## config.mk

```make
export PLATFORM = sky130hd
export DESIGN_NAME = decode_queue_stage
export DESIGN_NICKNAME = d
export VERILOG_FILES = /design/src/rtl/decode_queue_stage_pkg.sv /design/src/rtl/decode_queue_stage_fifo.sv /design/src/rtl/decode_queue_stage.sv
export SDC_FILE = /design/constraint.sdc
export NUM_CORES = 1
export LEC_CHECK = 0
export ABC_AREA = 1
export CORE_UTILIZATION = 60
export DETAILED_ROUTE_END_ITERATION = 10
export GPL_TIMING_DRIVEN = 1
export PLACE_DENSITY = 0.86
export SYNTH_ARGS = -nofsm -noshare
export SYNTH_HDL_FRONTEND = slang
export SYNTH_HIERARCHICAL = 1
export SYNTH_SLANG_ARGS = --single-unit
```

## constraint.sdc

```tcl
create_clock -name clk_i -period 9.92 [get_ports clk_i]
set_clock_uncertainty 0.15 [all_clocks]
set_input_delay 2.48 -clock clk_i [delete_from_list [all_inputs] [get_ports clk_i]]
set_output_delay 2.48 -clock clk_i [all_outputs]
set_load 0.02 [all_outputs]
```

## src/rtl/decode_queue_stage_pkg.sv

```systemverilog
// Decode types: opcodes, control selects, the ctrl_t bundle and the decode function.
// Latency: combinational helpers only.
// Backpressure: not applicable.
package decode_queue_stage_pkg;

  typedef enum logic [6:0] {
    OPCODE_LOAD           = 7'b0000011,
    OPCODE_MISC_MEM       = 7'b0001111,
    OPCODE_ARITHMETIC_IMM = 7'b0010011,
    OPCODE_AUIPC          = 7'b0010111,
    OPCODE_STORE          = 7'b0100011,
    OPCODE_ARITHMETIC_REG = 7'b0110011,
    OPCODE_LUI            = 7'b0110111,
    OPCODE_BRANCH         = 7'b1100011,
    OPCODE_JALR           = 7'b1100111,
    OPCODE_JAL            = 7'b1101111
  } opcode_e;

  localparam logic [6:0] FUNCT7_BASE = 7'b0000000;
  localparam logic [6:0] FUNCT7_ALT  = 7'b0100000;
  localparam logic [6:0] FUNCT7_MUL  = 7'b0000001;

  typedef enum logic [4:0] {
    ALU_OP_ADD, ALU_OP_SUB, ALU_OP_SLL, ALU_OP_SLT, ALU_OP_SLTU,
    ALU_OP_XOR, ALU_OP_SRL, ALU_OP_SRA, ALU_OP_OR, ALU_OP_AND,
    ALU_OP_MUL, ALU_OP_MULH, ALU_OP_MULHSU, ALU_OP_MULHU,
    ALU_OP_DIV, ALU_OP_DIVU, ALU_OP_REM, ALU_OP_REMU,
    ALU_OP_UNKNOWN
  } alu_op_e;

  typedef enum logic [1:0] {
    ALU_SRC1_RS1, ALU_SRC1_PC, ALU_SRC1_ZERO, ALU_SRC1_UNKNOWN
  } alu_src1_e;

  typedef enum logic [1:0] {
    ALU_SRC2_RS2, ALU_SRC2_IMM, ALU_SRC2_UNKNOWN
  } alu_src2_e;

  typedef enum logic [2:0] {
    IMM_SEL_I, IMM_SEL_S, IMM_SEL_B, IMM_SEL_U, IMM_SEL_J, IMM_SEL_UNKNOWN
  } imm_sel_e;

  // Encoded so a legal branch funct3 maps straight onto the enum value.
  typedef enum logic [2:0] {
    CMP_OP_EQ      = 3'b000,
    CMP_OP_NE      = 3'b001,
    CMP_OP_UNKNOWN = 3'b010,
    CMP_OP_LT      = 3'b100,
    CMP_OP_GE      = 3'b101,
    CMP_OP_LTU     = 3'b110,
    CMP_OP_GEU     = 3'b111
  } cmp_op_e;

  typedef enum logic [1:0] {
    WB_SRC_ALU_RESULT, WB_SRC_MEM_READ, WB_SRC_PC_PLUS4, WB_SRC_UNKNOWN
  } wb_src_e;

  typedef struct packed {
    alu_op_e    alu_op;
    alu_src1_e  alu_src1;
    alu_src2_e  alu_src2;
    imm_sel_e   imm_sel;
    cmp_op_e    cmp_op;
    wb_src_e    wb_src;
    logic       reg_wen;
    logic       mem_ren;
    logic       mem_wen;
    logic [3:0] rmask;
    logic [3:0] wstrb;
    logic       mem_sext;
    logic       jump_en;
    logic       branch_en;
    logic       is_muldiv;
    logic       illegal;
  } ctrl_t;

  localparam ctrl_t CTRL_NOP = '{
    alu_op:    ALU_OP_UNKNOWN,
    alu_src1:  ALU_SRC1_UNKNOWN,
    alu_src2:  ALU_SRC2_UNKNOWN,
    imm_sel:   IMM_SEL_UNKNOWN,
    cmp_op:    CMP_OP_UNKNOWN,
    wb_src:    WB_SRC_UNKNOWN,
    reg_wen:   1'b0,
    mem_ren:   1'b0,
    mem_wen:   1'b0,
    rmask:     4'b0000,
    wstrb:     4'b0000,
    mem_sext:  1'b0,
    jump_en:   1'b0,
    branch_en: 1'b0,
    is_muldiv: 1'b0,
    illegal:   1'b0
  };

  // alt selects SUB/SRA over ADD/SRL.
  function automatic alu_op_e base_alu_op(input logic [2:0] f3, input logic alt);
    alu_op_e op;
    op = ALU_OP_UNKNOWN;
    case (f3)
      3'b000:  op = alt ? ALU_OP_SUB : ALU_OP_ADD;
      3'b001:  op = ALU_OP_SLL;
      3'b010:  op = ALU_OP_SLT;
      3'b011:  op = ALU_OP_SLTU;
      3'b100:  op = ALU_OP_XOR;
      3'b101:  op = alt ? ALU_OP_SRA : ALU_OP_SRL;
      3'b110:  op = ALU_OP_OR;
      default: op = ALU_OP_AND;
    endcase
    return op;
  endfunction

  function automatic alu_op_e mul_alu_op(input logic [2:0] f3);
    alu_op_e op;
    op = ALU_OP_UNKNOWN;
    case (f3)
      3'b000:  op = ALU_OP_MUL;
      3'b001:  op = ALU_OP_MULH;
      3'b010:  op = ALU_OP_MULHSU;
      3'b011:  op = ALU_OP_MULHU;
      3'b100:  op = ALU_OP_DIV;
      3'b101:  op = ALU_OP_DIVU;
      3'b110:  op = ALU_OP_REM;
      default: op = ALU_OP_REMU;
    endcase
    return op;
  endfunction

  // Byte lane mask for byte/half/word accesses; 11 is not a valid size.
  function automatic logic [3:0] size_mask(input logic [1:0] sz);
    logic [3:0] m;
    m = 4'b0000;
    case (sz)
      2'b00:   m = 4'b0001;
      2'b01:   m = 4'b0011;
      2'b10:   m = 4'b1111;
      default: m = 4'b0000;
    endcase
    return m;
  endfunction

  // Full decode of one instruction. Anything illegal collapses to CTRL_NOP
  // with illegal set, so no side-effecting enable can leak through.
  function automatic ctrl_t decode_instr(input logic [31:0] instr, input logic en_mul);
    ctrl_t      c;
    logic       bad;
    logic [2:0] f3;
    logic [6:0] f7;
    c   = CTRL_NOP;
    bad = 1'b0;
    f3  = instr[14:12];
    f7  = instr[31:25];
    case (opcode_e'(instr[6:0]))
      OPCODE_LOAD: begin
        c.alu_op = ALU_OP_ADD;  c.alu_src1 = ALU_SRC1_RS1; c.alu_src2 = ALU_SRC2_IMM;
        c.imm_sel = IMM_SEL_I;  c.wb_src = WB_SRC_MEM_READ;
        c.reg_wen = 1'b1;       c.mem_ren = 1'b1;
        c.rmask = size_mask(f3[1:0]);
        c.mem_sext = ~f3[2];
        bad = (f3 == 3'b011) || (f3[2:1] == 2'b11);
      end
      OPCODE_STORE: begin
        c.alu_op = ALU_OP_ADD;  c.alu_src1 = ALU_SRC1_RS1; c.alu_src2 = ALU_SRC2_IMM;
        c.imm_sel = IMM_SEL_S;  c.mem_wen = 1'b1;
        c.wstrb = size_mask(f3[1:0]);
        bad = (f3 >= 3'b011);
      end
      OPCODE_ARITHMETIC_IMM: begin
        c.alu_op = base_alu_op(f3, (f3 == 3'b101) && (f7 == FUNCT7_ALT));
        c.alu_src1 = ALU_SRC1_RS1; c.alu_src2 = ALU_SRC2_IMM; c.imm_sel = IMM_SEL_I;
        c.wb_src = WB_SRC_ALU_RESULT; c.reg_wen = 1'b1;
        bad = ((f3 == 3'b001) && (f7 != FUNCT7_BASE)) ||
              ((f3 == 3'b101) && (f7 != FUNCT7_BASE) && (f7 != FUNCT7_ALT));
      end
      OPCODE_ARITHMETIC_REG: begin
        c.alu_src1 = ALU_SRC1_RS1; c.alu_src2 = ALU_SRC2_RS2;
        c.wb_src = WB_SRC_ALU_RESULT; c.reg_wen = 1'b1;
        case (f7)
          FUNCT7_BASE: c.alu_op = base_alu_op(f3, 1'b0);
          FUNCT7_ALT: begin
            c.alu_op = base_alu_op(f3, 1'b1);
            bad = (f3 != 3'b000) && (f3 != 3'b101);
          end
          FUNCT7_MUL: begin
            c.alu_op = mul_alu_op(f3);
            c.is_muldiv = 1'b1;
            bad = ~en_mul;
          end
          default: bad = 1'b1;
        endcase
      end
      OPCODE_BRANCH: begin
        c.alu_op = ALU_OP_ADD;  c.alu_src1 = ALU_SRC1_PC; c.alu_src2 = ALU_SRC2_IMM;
        c.imm_sel = IMM_SEL_B;  c.branch_en = 1'b1;
        c.cmp_op = cmp_op_e'(f3);
        bad = (f3[2:1] == 2'b01);
      end
      OPCODE_JAL: begin
        c.alu_op = ALU_OP_ADD;  c.alu_src1 = ALU_SRC1_PC; c.alu_src2 = ALU_SRC2_IMM;
        c.imm_sel = IMM_SEL_J;  c.wb_src = WB_SRC_PC_PLUS4;
        c.reg_wen = 1'b1;       c.jump_en = 1'b1;
      end
      OPCODE_JALR: begin
        c.alu_op = ALU_OP_ADD;  c.alu_src1 = ALU_SRC1_RS1; c.alu_src2 = ALU_SRC2_IMM;
        c.imm_sel = IMM_SEL_I;  c.wb_src = WB_SRC_PC_PLUS4;
        c.reg_wen = 1'b1;       c.jump_en = 1'b1;
        bad = (f3 != 3'b000);
      end
      OPCODE_LUI, OPCODE_AUIPC: begin
        c.alu_op = ALU_OP_ADD;
        c.alu_src1 = (instr[5]) ? ALU_SRC1_ZERO : ALU_SRC1_PC;
        c.alu_src2 = ALU_SRC2_IMM; c.imm_sel = IMM_SEL_U;
        c.wb_src = WB_SRC_ALU_RESULT; c.reg_wen = 1'b1;
      end
      // Fences have no effect on an in-order core: pass through as a bubble.
      OPCODE_MISC_MEM: c = CTRL_NOP;
      default: bad = 1'b1;
    endcase
    if (bad) begin
      c = CTRL_NOP;
      c.illegal = 1'b1;
    end
    return c;
  endfunction

endpackage

```

## src/rtl/decode_queue_stage_fifo.sv

```systemverilog
// DEPTH-entry FIFO of {pc, instr} with registered count; flush empties it.
// Latency: written entry is visible at the head the cycle after the push.
// Backpressure: caller must only push while count < DEPTH and only pop while count > 0.
module decode_queue_fifo #(
  parameter int DEPTH = 4,
  parameter int WIDTH = 64
) (
  input  logic                     clk,
  input  logic                     rst,
  input  logic                     flush,
  input  logic                     push,
  input  logic                     pop,
  input  logic [WIDTH-1:0]         wdata,
  output logic [WIDTH-1:0]         rdata,
  output logic [$clog2(DEPTH):0]   count
);

  localparam int AW = $clog2(DEPTH);
  localparam int CW = AW + 1;

  logic [WIDTH-1:0] mem [DEPTH];
  logic [AW-1:0]    wptr;
  logic [AW-1:0]    rptr;

  // Pointers wrap for free because DEPTH is a power of two.
  always_ff @(posedge clk or posedge rst) begin
    if (rst) begin
      wptr  <= '0;
      rptr  <= '0;
      count <= '0;
    end else if (flush) begin
      wptr  <= '0;
      rptr  <= '0;
      count <= '0;
    end else begin
      if (push) wptr <= wptr + AW'(1);
      if (pop)  rptr <= rptr + AW'(1);
      if (push && !pop)      count <= count + CW'(1);
      else if (pop && !push) count <= count - CW'(1);
    end
  end

  // Storage needs no reset: count gates every read.
  always_ff @(posedge clk) begin
    if (push && !flush) mem[wptr] <= wdata;
  end

  assign rdata = mem[rptr];

endmodule

```

## src/rtl/decode_queue_stage.sv

```systemverilog
// Decode stage: queue fetched (pc, instr), decode the head into ctrl_t, register it for EX.
// Latency: instruction accepted at edge N is presented with out_valid_o after edge N+1.
// Backpressure: ready_o while registered count < DEPTH; output holds while !out_ready_i.
module decode_queue_stage
  import decode_queue_stage_pkg::*;
#(
  parameter int DEPTH  = 4,
  parameter bit EN_MUL = 1'b0,
  parameter int XLEN   = 32
) (
  input  logic                     clk_i,
  input  logic                     rst_i,
  input  logic                     valid_i,
  output logic                     ready_o,
  input  logic [XLEN-1:0]          pc_i,
  input  logic [31:0]              instr_i,
  input  logic                     flush_i,
  output logic                     out_valid_o,
  input  logic                     out_ready_i,
  output logic [XLEN-1:0]          out_pc_o,
  output logic [31:0]              out_instr_o,
  output ctrl_t                    out_ctrl_o,
  output logic [$clog2(DEPTH):0]   occupancy_o
);

  localparam int CW = $clog2(DEPTH) + 1;

  logic [CW-1:0]      count;
  logic [XLEN+31:0]   head;
  logic               push;
  logic               load;
  ctrl_t              head_ctrl;

  // Ready looks only at the registered count, so a pop this cycle does not
  // open a slot until the next one; this keeps ready_o off the out_ready_i path.
  assign ready_o = (count < CW'(DEPTH));
  assign push    = valid_i && ready_o && !flush_i;
  assign load    = (count != '0) && (!out_valid_o || out_ready_i) && !flush_i;

  decode_queue_fifo #(
    .DEPTH (DEPTH),
    .WIDTH (XLEN + 32)
  ) u_fifo (
    .clk   (clk_i),
    .rst   (rst_i),
    .flush (flush_i),
    .push  (push),
    .pop   (load),
    .wdata ({pc_i, instr_i}),
    .rdata (head),
    .count (count)
  );

  assign head_ctrl   = decode_instr(head[31:0], EN_MUL);
  assign occupancy_o = count;

  // Output register: flush wins, then load from the head, else drain on accept.
  always_ff @(posedge clk_i or posedge rst_i) begin
    if (rst_i) begin
      out_valid_o <= 1'b0;
      out_pc_o    <= '0;
      out_instr_o <= '0;
      out_ctrl_o  <= CTRL_NOP;
    end else if (flush_i) begin
      out_valid_o <= 1'b0;
    end else if (load) begin
      out_valid_o <= 1'b1;
      out_pc_o    <= head[XLEN+31:32];
      out_instr_o <= head[31:0];
      out_ctrl_o  <= head_ctrl;
    end else if (out_ready_i) begin
      out_valid_o <= 1'b0;
    end
  end

endmodule
```

==> results_dict.tcl, run 1 <==
set metrics [dict create \
    synth_top_family_by_area "simple AND/OR/NAND/NOR gates" \
    r2r_slack_ns 5.95 \
    drc_errors 0 \
    endpoint_kind "register" \
    grt_use_total_pct 27.24 \
    cts.htree.levels 2 \
    finalSetupTns_ns 0 \
    wl_um 32700 \
    fin_nets 1495 \
    dp.cells 1697 \
    powerDensity_nw_per_um2 268.0 \
    hold_end "out_instr_o[8]$_DFFE_PP0P_" \
    clkLatencyLatePin_ns 0.51 \
    io_pins 171 \
    cts_resized 0 \
    peakVddDrop_v 0.0001860 \
    cts_setup_buffers 0 \
    first_pass_iters 5 \
    worstPathCellList "clkdlybuf4s50_1, inv_1, nand2_1, nor2_4, buf_4, inv_1, nand2_1, inv_1, fa_1, nand2_1, nand2_1, nand2_1, nand2_1, nand2_1, nand2_1" \
    syn_area_um2 14390 \
    antenna_found_initial 2 \
    regToRegStartpoint "u_fifo/rptr[1]$_DFFE_PP0P_" \
    vias_per_cell 5.668 \
    maxSlewViolCount 0 \
    multi_input_comb_area_um2 3541 \
    dieArea_um2 24600 \
    netlist_top_cells_area "edfxtp_1 (53%), dfrtp_1 (16%), nand2_1 (7.9%)" \
    post_drt_wl_per_cell_um 18.57 \
    ant_nets 0 \
    die_h_um 156.9 \
    row_count 56 \
    hold_viol 0 \
    worstSetupPathType "in -> reg" \
    synthSimpleGateAreaFrac_pct 14.67 \
    grt_pass1_wl_um 51090 \
    grt-ovfl-total 0 \
    tritoncts "built" \
    synthAdderAreaFrac_pct 0.9218 \
    initial_utilization_pct 61.30 \
    synth.cells.most_frequent "nand2_1 (302), edfxtp_1 (256), nor2_1 (181)" \
    cts-root-buf "clkbuf_16" \
    dieWidth_um 156.9 \
    yosys.area.top_type "edfxtp_1" \
    cts.sinks 359 \
    area_growth_pct 20.73 \
    leakagePower_nw 6.802 \
    path_common_cell "nand2_1" \
    cts_buffer_depth 3 \
    ys.warnings.count 6 \
    period_share_pct 47.89 \
    grt_pass1_vias 9945 \
    cp_slowest_cell "buf_4" \
    numCtsBuffers 36 \
    synth_ff_type "edfxtp_1" \
    syn_nets 1340 \
    cp_num_buf_inv 5 \
    ys_seq_area_share_pct 71.43 \
    ff2ff_path_depth 15 \
    fmax_mhz 210.5 \
    worstPathArrival_ns 5.01 \
    yosysTopAreaCellShare_pct 53.43 \
    core_um2 23470 \
    relSlewSlack_pct 28.75 \
    gp_congestion 0.9161 \
    clk_pin_slew_ns 0.06 \
    final.fill_count 1520 \
    dpl.hpwl_um 18560 \
    max-cap-violations 0 \
    synth_xor_xnor_area_share_pct 0 \
    detail_route.iter0.violations 821 \
    cp.required_ns 10.18 \
    syn_inst 1261 \
    outcome "complete, no violations" \
    r2r_end "out_ctrl_o[18]$_DFFE_PP0P_" \
    cp_slowest_stage_delay_ns 0.67 \
    hold_buffers 0 \
    io_buffer_count 170 \
    register_area_um2 10280 \
    setup_violations 0 \
    worst_hold_path.num_cells 2 \
    crit_family "buffers and inverters" \
    startpoint_type "primary input" \
    synth-compound-area-share_pct 8.775 \
    crit_fanout 73 \
    hold_path_class "reg -> reg" \
    async_flop_share_pct 28.69 \
    synth_cell_types 33 \
    synth_edf_count 256 \
    synth-seq-cells 359 \
    grt_max_degree 103 \
    num_vias 9981 \
    hold_path.startpoint "out_instr_o[8]$_DFFE_PP0P_" \
    muxShareOfSynthArea_pct 0 \
    synth_area_per_cell_um2 11.41 \
    tightest_slew_ns 1.069 \
    min_period_ns 4.750 \
    synth_most_common_cell "nand2_1" \
    stdcell_count 1761 \
    drive_gt1_share_pct 6.940 \
    grt_setup_unrepaired "no" \
]
sequential cells by signal, summed over array words and instances, names as in the netlist:
name	cells
u_fifo/mem	256
out_instr_o	32
out_pc_o	32
out_ctrl_o	31
u_fifo/count	3
u_fifo/rptr	2
u_fifo/wptr	2
out_valid_o	1
final cells by class:
class	count	area share, %
repair buffers	182	10.31
inverters	60	1.333
diodes	1	0.01441
multi-input cells	777	20.38
clock buffers	48	5.784
well taps	319	2.298
flip-flops and latches	359	59.19
clock inverters	15	0.6771
through the flow:
| stage | power, W | instance area [um^2] | setup WS [ns] | hold WS [ns] | utilization [%] |
|---|---|---|---|---|---|
| floorplan | 0.002842 | 14390 | 3.650 | 0.3509 | - |
| detailed placement | 0.003362 | 16250 | 4.653 | 0.3091 | 69.21 |
| global route | 0.004890 | 17370 | 4.957 | 0.3444 | 74.00 |
| finish | 0.004656 | 17370 | 5.170 | 0.3201 | 74.00 |
| global placement | 0.003308 | 16250 | 4.664 | 0.3052 | 69.21 |
| CTS | 0.004668 | 17370 | 5.189 | 0.3243 | 73.99 |
cells in the final DEF (no fill, tap or decap), drive strengths merged:
| cell type | instances |
|---|---|
| nand3b | 2 |
| o21a | 2 |
| nand4 | 2 |
| o31ai | 1 |
| clkinv | 13 |
| a21oi | 5 |
| dfstp | 10 |
| buf | 12 |
| clkinvlp | 1 |
| o21ai | 160 |
| dfrtp | 93 |
| and2 | 1 |
| edfxtp | 256 |
| clkbuf | 48 |
| inv | 59 |
| nand2 | 304 |
| or2 | 1 |
| diode | 1 |
| o22ai | 65 |
| ha | 9 |
| fa | 1 |
| bufinv | 2 |
| o211ai | 1 |
| nand3 | 30 |
| nor3 | 3 |
| clkdlybuf4s50 | 170 |
| nor2 | 190 |
power by group:
part,switching [W],total (W),internal (W)
combinational,0.000898,0.00142,0.000520
clock,0.000537,0.00130,0.000761
sequential,0.000138,0.00194,0.00180
total,0.00157,0.00466,0.00308
worst register-to-register path, stage by stage (launching register included):
cell and delay [ns]:
dfrtp_2 0.38, buf_4 0.35, inv_2 0.31, buf_4 0.59, o21ai_0 0.24, o22ai_1 0.31
nand2_1 0.17, nor2_2 0.38, and2_2 0.31, nand2_1 0.10, nand2_2 0.10, nand2_4 0.09
nand3_4 0.16, nor2_1 0.10, nand2_1 0.07, nand2_1 0.06
cells by family after synthesis:
| kind of cell | Yosys count |
|---|---|
| AND/OR/NAND/NOR | 533 |
| adder cells (fa/ha/maj) | 10 |
| AO/OA/AOI/OAI | 234 |
| flip-flops | 359 |
| buffers and inverters | 125 |
how the worst max path moves through the flow:
stage                     slack [ns]     from  cells after the start                          end
after global routing            4.96  flush_i                     15  u_fifo/count[2]$_DFFE_PP0P_
after floorplan                 3.65  flush_i                      5   u_fifo/mem[0][0]$_DFFE_PP_
after CTS                       5.19  flush_i                     15  u_fifo/count[2]$_DFFE_PP0P_
after global placement          4.66  flush_i                     15  u_fifo/count[2]$_DFFE_PP0P_
after detailed placement        4.65  flush_i                     15  u_fifo/count[2]$_DFFE_PP0P_
final                           5.17  flush_i                     15  u_fifo/count[2]$_DFFE_PP0P_
per-layer routing:
metal | share of wire (%) | vias to the layer above | global-route usage [%]
met1 | 39 | 4868 | 34.20
met3 | 6.7 | 70 | 4.736
met4 | 2.6 | 2 | 10.50
met5 | 0.040 | - | 0
li1 | - | 4636 | -
met2 | 51 | 405 | 47.24
Note: power is estimated with default switching activity, not from simulation.
==> inputs of run 2 (changes only) <==
--- a/config.mk
+++ b/config.mk
@@ -6,10 +6,10 @@
 export NUM_CORES = 1
 export LEC_CHECK = 0
 export ABC_AREA = 1
-export CORE_UTILIZATION = 60
+export CORE_UTILIZATION = 56
 export DETAILED_ROUTE_END_ITERATION = 10
 export GPL_TIMING_DRIVEN = 1
-export PLACE_DENSITY = 0.86
+export PLACE_DENSITY = 0.81
 export SYNTH_ARGS = -nofsm -noshare
 export SYNTH_HDL_FRONTEND = slang
 export SYNTH_HIERARCHICAL = 1
==> constraint.sdc (replaced) <==
create_clock -name clk_i -period 4.4 [get_ports clk_i]
set_clock_uncertainty 0.15 [all_clocks]
set_input_delay 1.1 -clock clk_i [delete_from_list [all_inputs] [get_ports clk_i]]
set_output_delay 1.1 -clock clk_i [all_outputs]
set_load 0.02 [all_outputs]
==> run 2 against run 1 <==
Net effect: global-route usage shrank 2.0 points; sequential share of layout area shrank 0.55 points; sequential power grew 120%; count of clock-buffer cells in the layout grew 8; critical path type is now reg -> reg.
==> results_dict.tcl, run 2 (same netlist as run 1, synthesis figures left out) <==
set metrics [dict create \
    period_share_pct 79.24 \
    hold_path_class "reg -> reg" \
    cts_setup_buffers 0 \
    grt_setup_unrepaired "no" \
    final_common_cell "nand2_1" \
    pwr-share-comb_pct 31.0 \
    max-cap-violations 0 \
    grt-ovfl-total 0 \
    die_h_um 162.3 \
    antenna_found_initial 3 \
    hold_buffers 0 \
    whs_ns 0.3167 \
    grt_max_degree 70 \
    clk_pin_slew_ns 0.06 \
    area_growth_pct 21.86 \
    fin_nets 1499 \
    cts.sinks 359 \
    gp_congestion 0.8560 \
    io_buffer_count 170 \
    fmax_mhz 286.8 \
    initial_utilization_pct 57.14 \
    leakagePower_nw 6.850 \
    post_drt_wl_per_cell_um 18.26 \
    setup_violations 0 \
    grt_use_total_pct 25.22 \
    power.net_switching_w 0.003582 \
    tightest_slew_ns 0.7533 \
    wl_um 32520 \
    cts.htree.levels 2 \
    largest-register "u_fifo/mem" \
    largest_reg_flops 256 \
    startpoint_type "register" \
    first_pass_iters 7 \
    ant_nets 0 \
    reg_top3 "u_fifo/mem: 256 flops, out_instr_o: 32 flops, out_pc_o: 32 flops" \
    sw_frac_of_total_pct 33.92 \
    clkLatencyLatePin_ns 0.53 \
    outcome "complete, no violations" \
    cp.required_ns 4.71 \
    peakVddDrop_v 0.0003827 \
    dieWidth_um 162.3 \
    core_um2 25180 \
    hold_viol 0 \
    final_cell_mix "nand2_1 (302), edfxtp_1 (256), nor2_1 (177)" \
    powerDensity_nw_per_um2 602.4 \
    dpl.hpwl_um 20260 \
    num_vias 10000 \
    numCtsBuffers 37 \
    cts_resized 0 \
    cts-root-buf "clkbuf_16" \
    finalSetupTns_ns 0 \
    io_pins 171 \
    cts_buffer_depth 3 \
    drive_gt1_share_pct 7.315 \
    tritoncts "built" \
    endpoint_kind "register" \
    grt_pass1_vias 10080 \
    min_period_ns 3.486 \
    p_seq_share_pct 40.8 \
    detail_route.iter0.violations 897 \
    clock_power_share_pct 28.2 \
    drc_errors 0 \
    final_util_pct 69.63 \
    row_count 58 \
    worstSetupPathType "reg -> reg" \
    p_int_w 0.006979 \
    grt_pass1_wl_um 51230 \
    vias_per_cell 5.616 \
    dieArea_um2 26340 \
    maxSlewViolCount 0 \
    relSlewSlack_pct 49.78 \
    worstPathArrival_ns 3.79 \
    crit_fanout 43 \
]
run 2: path summary, 6_finish.rpt:
check                                           start                          to  slack (ns)  depth (start not counted)
max                        u_fifo/rptr[0]$_DFFE_PP0P_  out_ctrl_o[28]$_DFFE_PP0P_        0.91                         14
min                          out_pc_o[12]$_DFFE_PP0P_    out_pc_o[12]$_DFFE_PP0P_        0.32                          2
max reg2reg                u_fifo/rptr[0]$_DFFE_PP0P_  out_ctrl_o[28]$_DFFE_PP0P_        0.91                         14
min reg2reg                  out_pc_o[12]$_DFFE_PP0P_    out_pc_o[12]$_DFFE_PP0P_        0.32                          2
max in group asynchronous                       rst_i  out_ctrl_o[32]$_DFFE_PP1P_        2.40                          3
min in group asynchronous                       rst_i  u_fifo/wptr[1]$_DFFE_PP0P_        0.77                          2
run 2: layout make-up:
type | instances | area [um^2]
Inverter | 60 | 231.5
Sequential cell | 359 | 10280
Clock buffer | 56 | 1049
Clock inverter | 12 | 122.6
Antenna cell | 2 | 5.005
Fill cell | 1740 | 7649
Tap cell | 330 | 412.9
Timing Repair Buffer | 185 | 1889
Multi-Input combinational cell | 777 | 3541
run 2: critical path, stage by stage (launching register included):
cell,delay (ns)
dfrtp_4,0.58
inv_4,0.38
o21ai_1,0.10
o22ai_1,0.53
inv_1,0.22
ha_1,0.32
nand2_1,0.14
nand2_1,0.10
nor2_1,0.34
o21ai_0,0.19
nand3_1,0.11
nand2_1,0.05
nand2_1,0.06
nand2_1,0.05
nand2_1,0.06
run 2: stage by stage:
| stage | worst slack [ns] | cell area, um^2 | power, W | instances |
|---|---|---|---|---|
| 2_1_floorplan | -0.4900 | 14390 | 0.006408 | 1261 |
| 6_report | 0.9136 | 17530 | 0.01056 | 1781 |
| 4_1_cts | 1.046 | 17530 | 0.01060 | 1779 |
| 5_1_grt | 0.6753 | 17530 | 0.01109 | 1780 |
| 3_3_place_gp | 0.8423 | 16360 | 0.007524 | 1711 |
| 3_5_place_dp | 0.7370 | 16360 | 0.007618 | 1711 |
run 2: power groups by stage:
stage / Combinational [W] / Clock, W / Sequential [W]
final: 0.00328 / 0.00298 / 0.00430
after global routing: 0.00360 / 0.00315 / 0.00435
after CTS: 0.00328 / 0.00301 / 0.00431
after detailed placement: 0.00325 / 0 / 0.00437
after global placement: 0.00316 / 0 / 0.00436
after floorplan: 0.00169 / 0 / 0.00472
run 2: per-layer routing:
metal  track usage, %  wire length (um)  vias up
met5                0                13        -
met4            9.220               828        2
met3            4.852              2193       64
met2            44.00             16620      370
met1            31.24             12870     4918
li1                 -                 -     4648
==> inputs of run 3 (changes only) <==
--- a/config.mk
+++ b/config.mk
@@ -6,10 +6,10 @@
 export NUM_CORES = 1
 export LEC_CHECK = 0
 export ABC_AREA = 1
-export CORE_UTILIZATION = 56
+export CORE_UTILIZATION = 50
 export DETAILED_ROUTE_END_ITERATION = 10
 export GPL_TIMING_DRIVEN = 1
-export PLACE_DENSITY = 0.81
+export PLACE_DENSITY = 0.76
 export SYNTH_ARGS = -nofsm -noshare
 export SYNTH_HDL_FRONTEND = slang
 export SYNTH_HIERARCHICAL = 1
==> constraint.sdc (replaced) <==
create_clock -name clk_i -period 2.9 [get_ports clk_i]
set_clock_uncertainty 0.15 [all_clocks]
set_input_delay 0.725 -clock clk_i [delete_from_list [all_inputs] [get_ports clk_i]]
set_output_delay 0.725 -clock clk_i [all_outputs]
set_load 0.02 [all_outputs]
==> run 3 against run 2 <==
Net effect: utilization decreased by 6.0 points; clock power increased by 50%; sequential power increased by 52%; global-route usage decreased by 2.8 points; design area increased by 1.7%; die area increased by 12%; cell count increased by 3.8%; count of clock-buffer cells in the layout decreased by 5; register-to-register slack got worse by 0.75 ns.
==> results_dict.tcl, run 3 (same netlist as run 1, synthesis figures left out) <==
set metrics [dict create \
    outcome "complete, no violations" \
    final_cell_mix "nand2_1 (302), edfxtp_1 (256), nor2_1 (176)" \
    io_buffer_count 170 \
    max-cap-violations 0 \
    final_cell_area_um2 17830 \
    post_drt_wl_per_cell_um 17.65 \
    first_pass_iters 6 \
    fmax_mhz 365.4 \
    largest-register "u_fifo/mem" \
    worstPathArrival_ns 3.04 \
    final_util_pct 63.65 \
    area_growth_pct 23.91 \
    period_share_pct 94.37 \
    peakVddDrop_v 0.0005059 \
    grt_use_total_pct 22.45 \
    hold_path_class "reg -> reg" \
    antenna_found_initial 1 \
    vias_per_cell 5.320 \
    wl_um 32610 \
    maxSlewViolCount 0 \
    tightest_slew_ns 0.7748 \
    drive_gt1_share_pct 9.122 \
    cts-root-buf "clkbuf_16" \
    relSlewSlack_pct 48.35 \
    hold_viol 0 \
    crit_fanout 9 \
    cts.sinks 359 \
    setup_violations 0 \
    largest_reg_flops 256 \
    endpoint_kind "register" \
    dpl_cell_area_um2 16650 \
    final_common_cell "nand2_1" \
    final.fill_count 2124 \
    cts_buffer_depth 3 \
    numCtsBuffers 36 \
    grt_pass1_wl_um 50700 \
    num_vias 9831 \
    initial_utilization_pct 51.36 \
    fin_nets 1522 \
    clkLatencyLatePin_ns 0.51 \
    powerDensity_nw_per_um2 903.9 \
    worstPathCellList "buf_4, o21ai_0, o22ai_2, inv_1, ha_1, nand2_1, nand2_1, nand3_1, nand2_1, nand2_2, nand2_4, inv_1, nor2_2, nand3_1, nand2_1" \
    detail_route.iter0.violations 900 \
    cts_setup_buffers 0 \
    row_count 61 \
    grt_pass1_vias 9539 \
    ff2ff_path_depth 15 \
    ant_nets 0 \
    cp.required_ns 3.20 \
    dieArea_um2 29460 \
    tritoncts "built" \
    leakagePower_nw 6.992 \
    cp_slowest_cell "dfrtp_4" \
    grt_max_degree 74 \
    core_um2 28010 \
    worstSetupPathType "reg -> reg" \
    grt-ovfl-total 0 \
    startpoint_type "register" \
    path_common_cell "nand2_1" \
    cp_slowest_stage_delay_ns 0.53 \
    dieWidth_um 171.6 \
    gp_congestion 0.9399 \
    io_pins 171 \
    die_h_um 171.6 \
    worst_hold_path.num_cells 2 \
    reg_top3 "u_fifo/mem: 256 flops, out_instr_o: 32 flops, out_pc_o: 32 flops" \
    dpl.hpwl_um 20860 \
    cts.htree.levels 2 \
    drc_errors 0 \
    clk_pin_slew_ns 0.06 \
    finalSetupTns_ns 0 \
    min_period_ns 2.737 \
]
==> run 3: power by group <==
part / internal (W) / switching (W) / total, W
Combinational: 0.00193 / 0.00320 / 0.00513
Sequential: 0.00616 / 0.000355 / 0.00652
Clock: 0.00266 / 0.00181 / 0.00447
==> run 3: layout make-up <==
class / count / area (um^2) / area share, %
multi-input cells: 777 / 3567 / 20.01
inverters: 60 / 235.2 / 1.319
well taps: 378 / 473.0 / 2.653
clock buffers: 51 / 1036 / 5.811
diodes: 1 / 2.502 / 0.01404
repair buffers: 209 / 2123 / 11.91
flip-flops and latches: 359 / 10280 / 57.67
clock inverters: 13 / 108.9 / 0.6106
==> run 3: final timing paths <==
kind | start | endpoint | slack, ns
worst max-delay path | u_fifo/rptr[0]$_DFFE_PP0P_ | out_ctrl_o[10]$_DFFE_PP0P_ | 0.16
worst min register to register | out_pc_o[14]$_DFFE_PP0P_ | out_pc_o[14]$_DFFE_PP0P_ | 0.32
worst min-delay path | out_pc_o[14]$_DFFE_PP0P_ | out_pc_o[14]$_DFFE_PP0P_ | 0.32
worst max register to register | u_fifo/rptr[0]$_DFFE_PP0P_ | out_ctrl_o[10]$_DFFE_PP0P_ | 0.16
min in group asynchronous | rst_i | out_pc_o[26]$_DFFE_PP0P_ | 0.39
max in group asynchronous | rst_i | out_ctrl_o[32]$_DFFE_PP1P_ | 1.61
==> run 3: stage by stage <==
stage / power, W / worst slack [ns] / hold slack (ns) / std cells
floorplan: 0.009721 / -0.5918 / 0.3509 / 1261
global placement: 0.01160 / 0.02693 / 0.3044 / 1783
detailed placement: 0.01171 / -0.02938 / 0.3078 / 1783
CTS: 0.01619 / 0.1403 / 0.3230 / 1847
global route: 0.01697 / -0.04070 / 0.3340 / 1848
finish: 0.01611 / 0.1633 / 0.3180 / 1848
==> run 3: timing repair <==
item | in CTS | in global routing
gates resized for setup | 0 | 7
endpoints found under the hold margin | 0 | 0
endpoints found under the setup margin | 0 | 24
hold buffers | 0 | 0
==> run 3: layer usage <==
metal	vias to the layer above	part of all wire, %	wire [um]	track usage [%]
met4	0	2.2	716	6.871
met3	59	6.1	1975	3.290
met1	4751	42	13600	29.90
met2	333	50	16330	38.13
li1	4688	-	-	-
met5	-	0	0	0
==> run 3: worst max-delay path, delay by kind of cell, from the launching register on <==
family	cells	cell delay, ns
AO/OA/AOI/OAI	2	0.42
flip-flops	1	0.53
buffers and inverters	3	0.39
AND/OR/NAND/NOR	9	0.96
adder cells (fa/ha/maj)	1	0.24
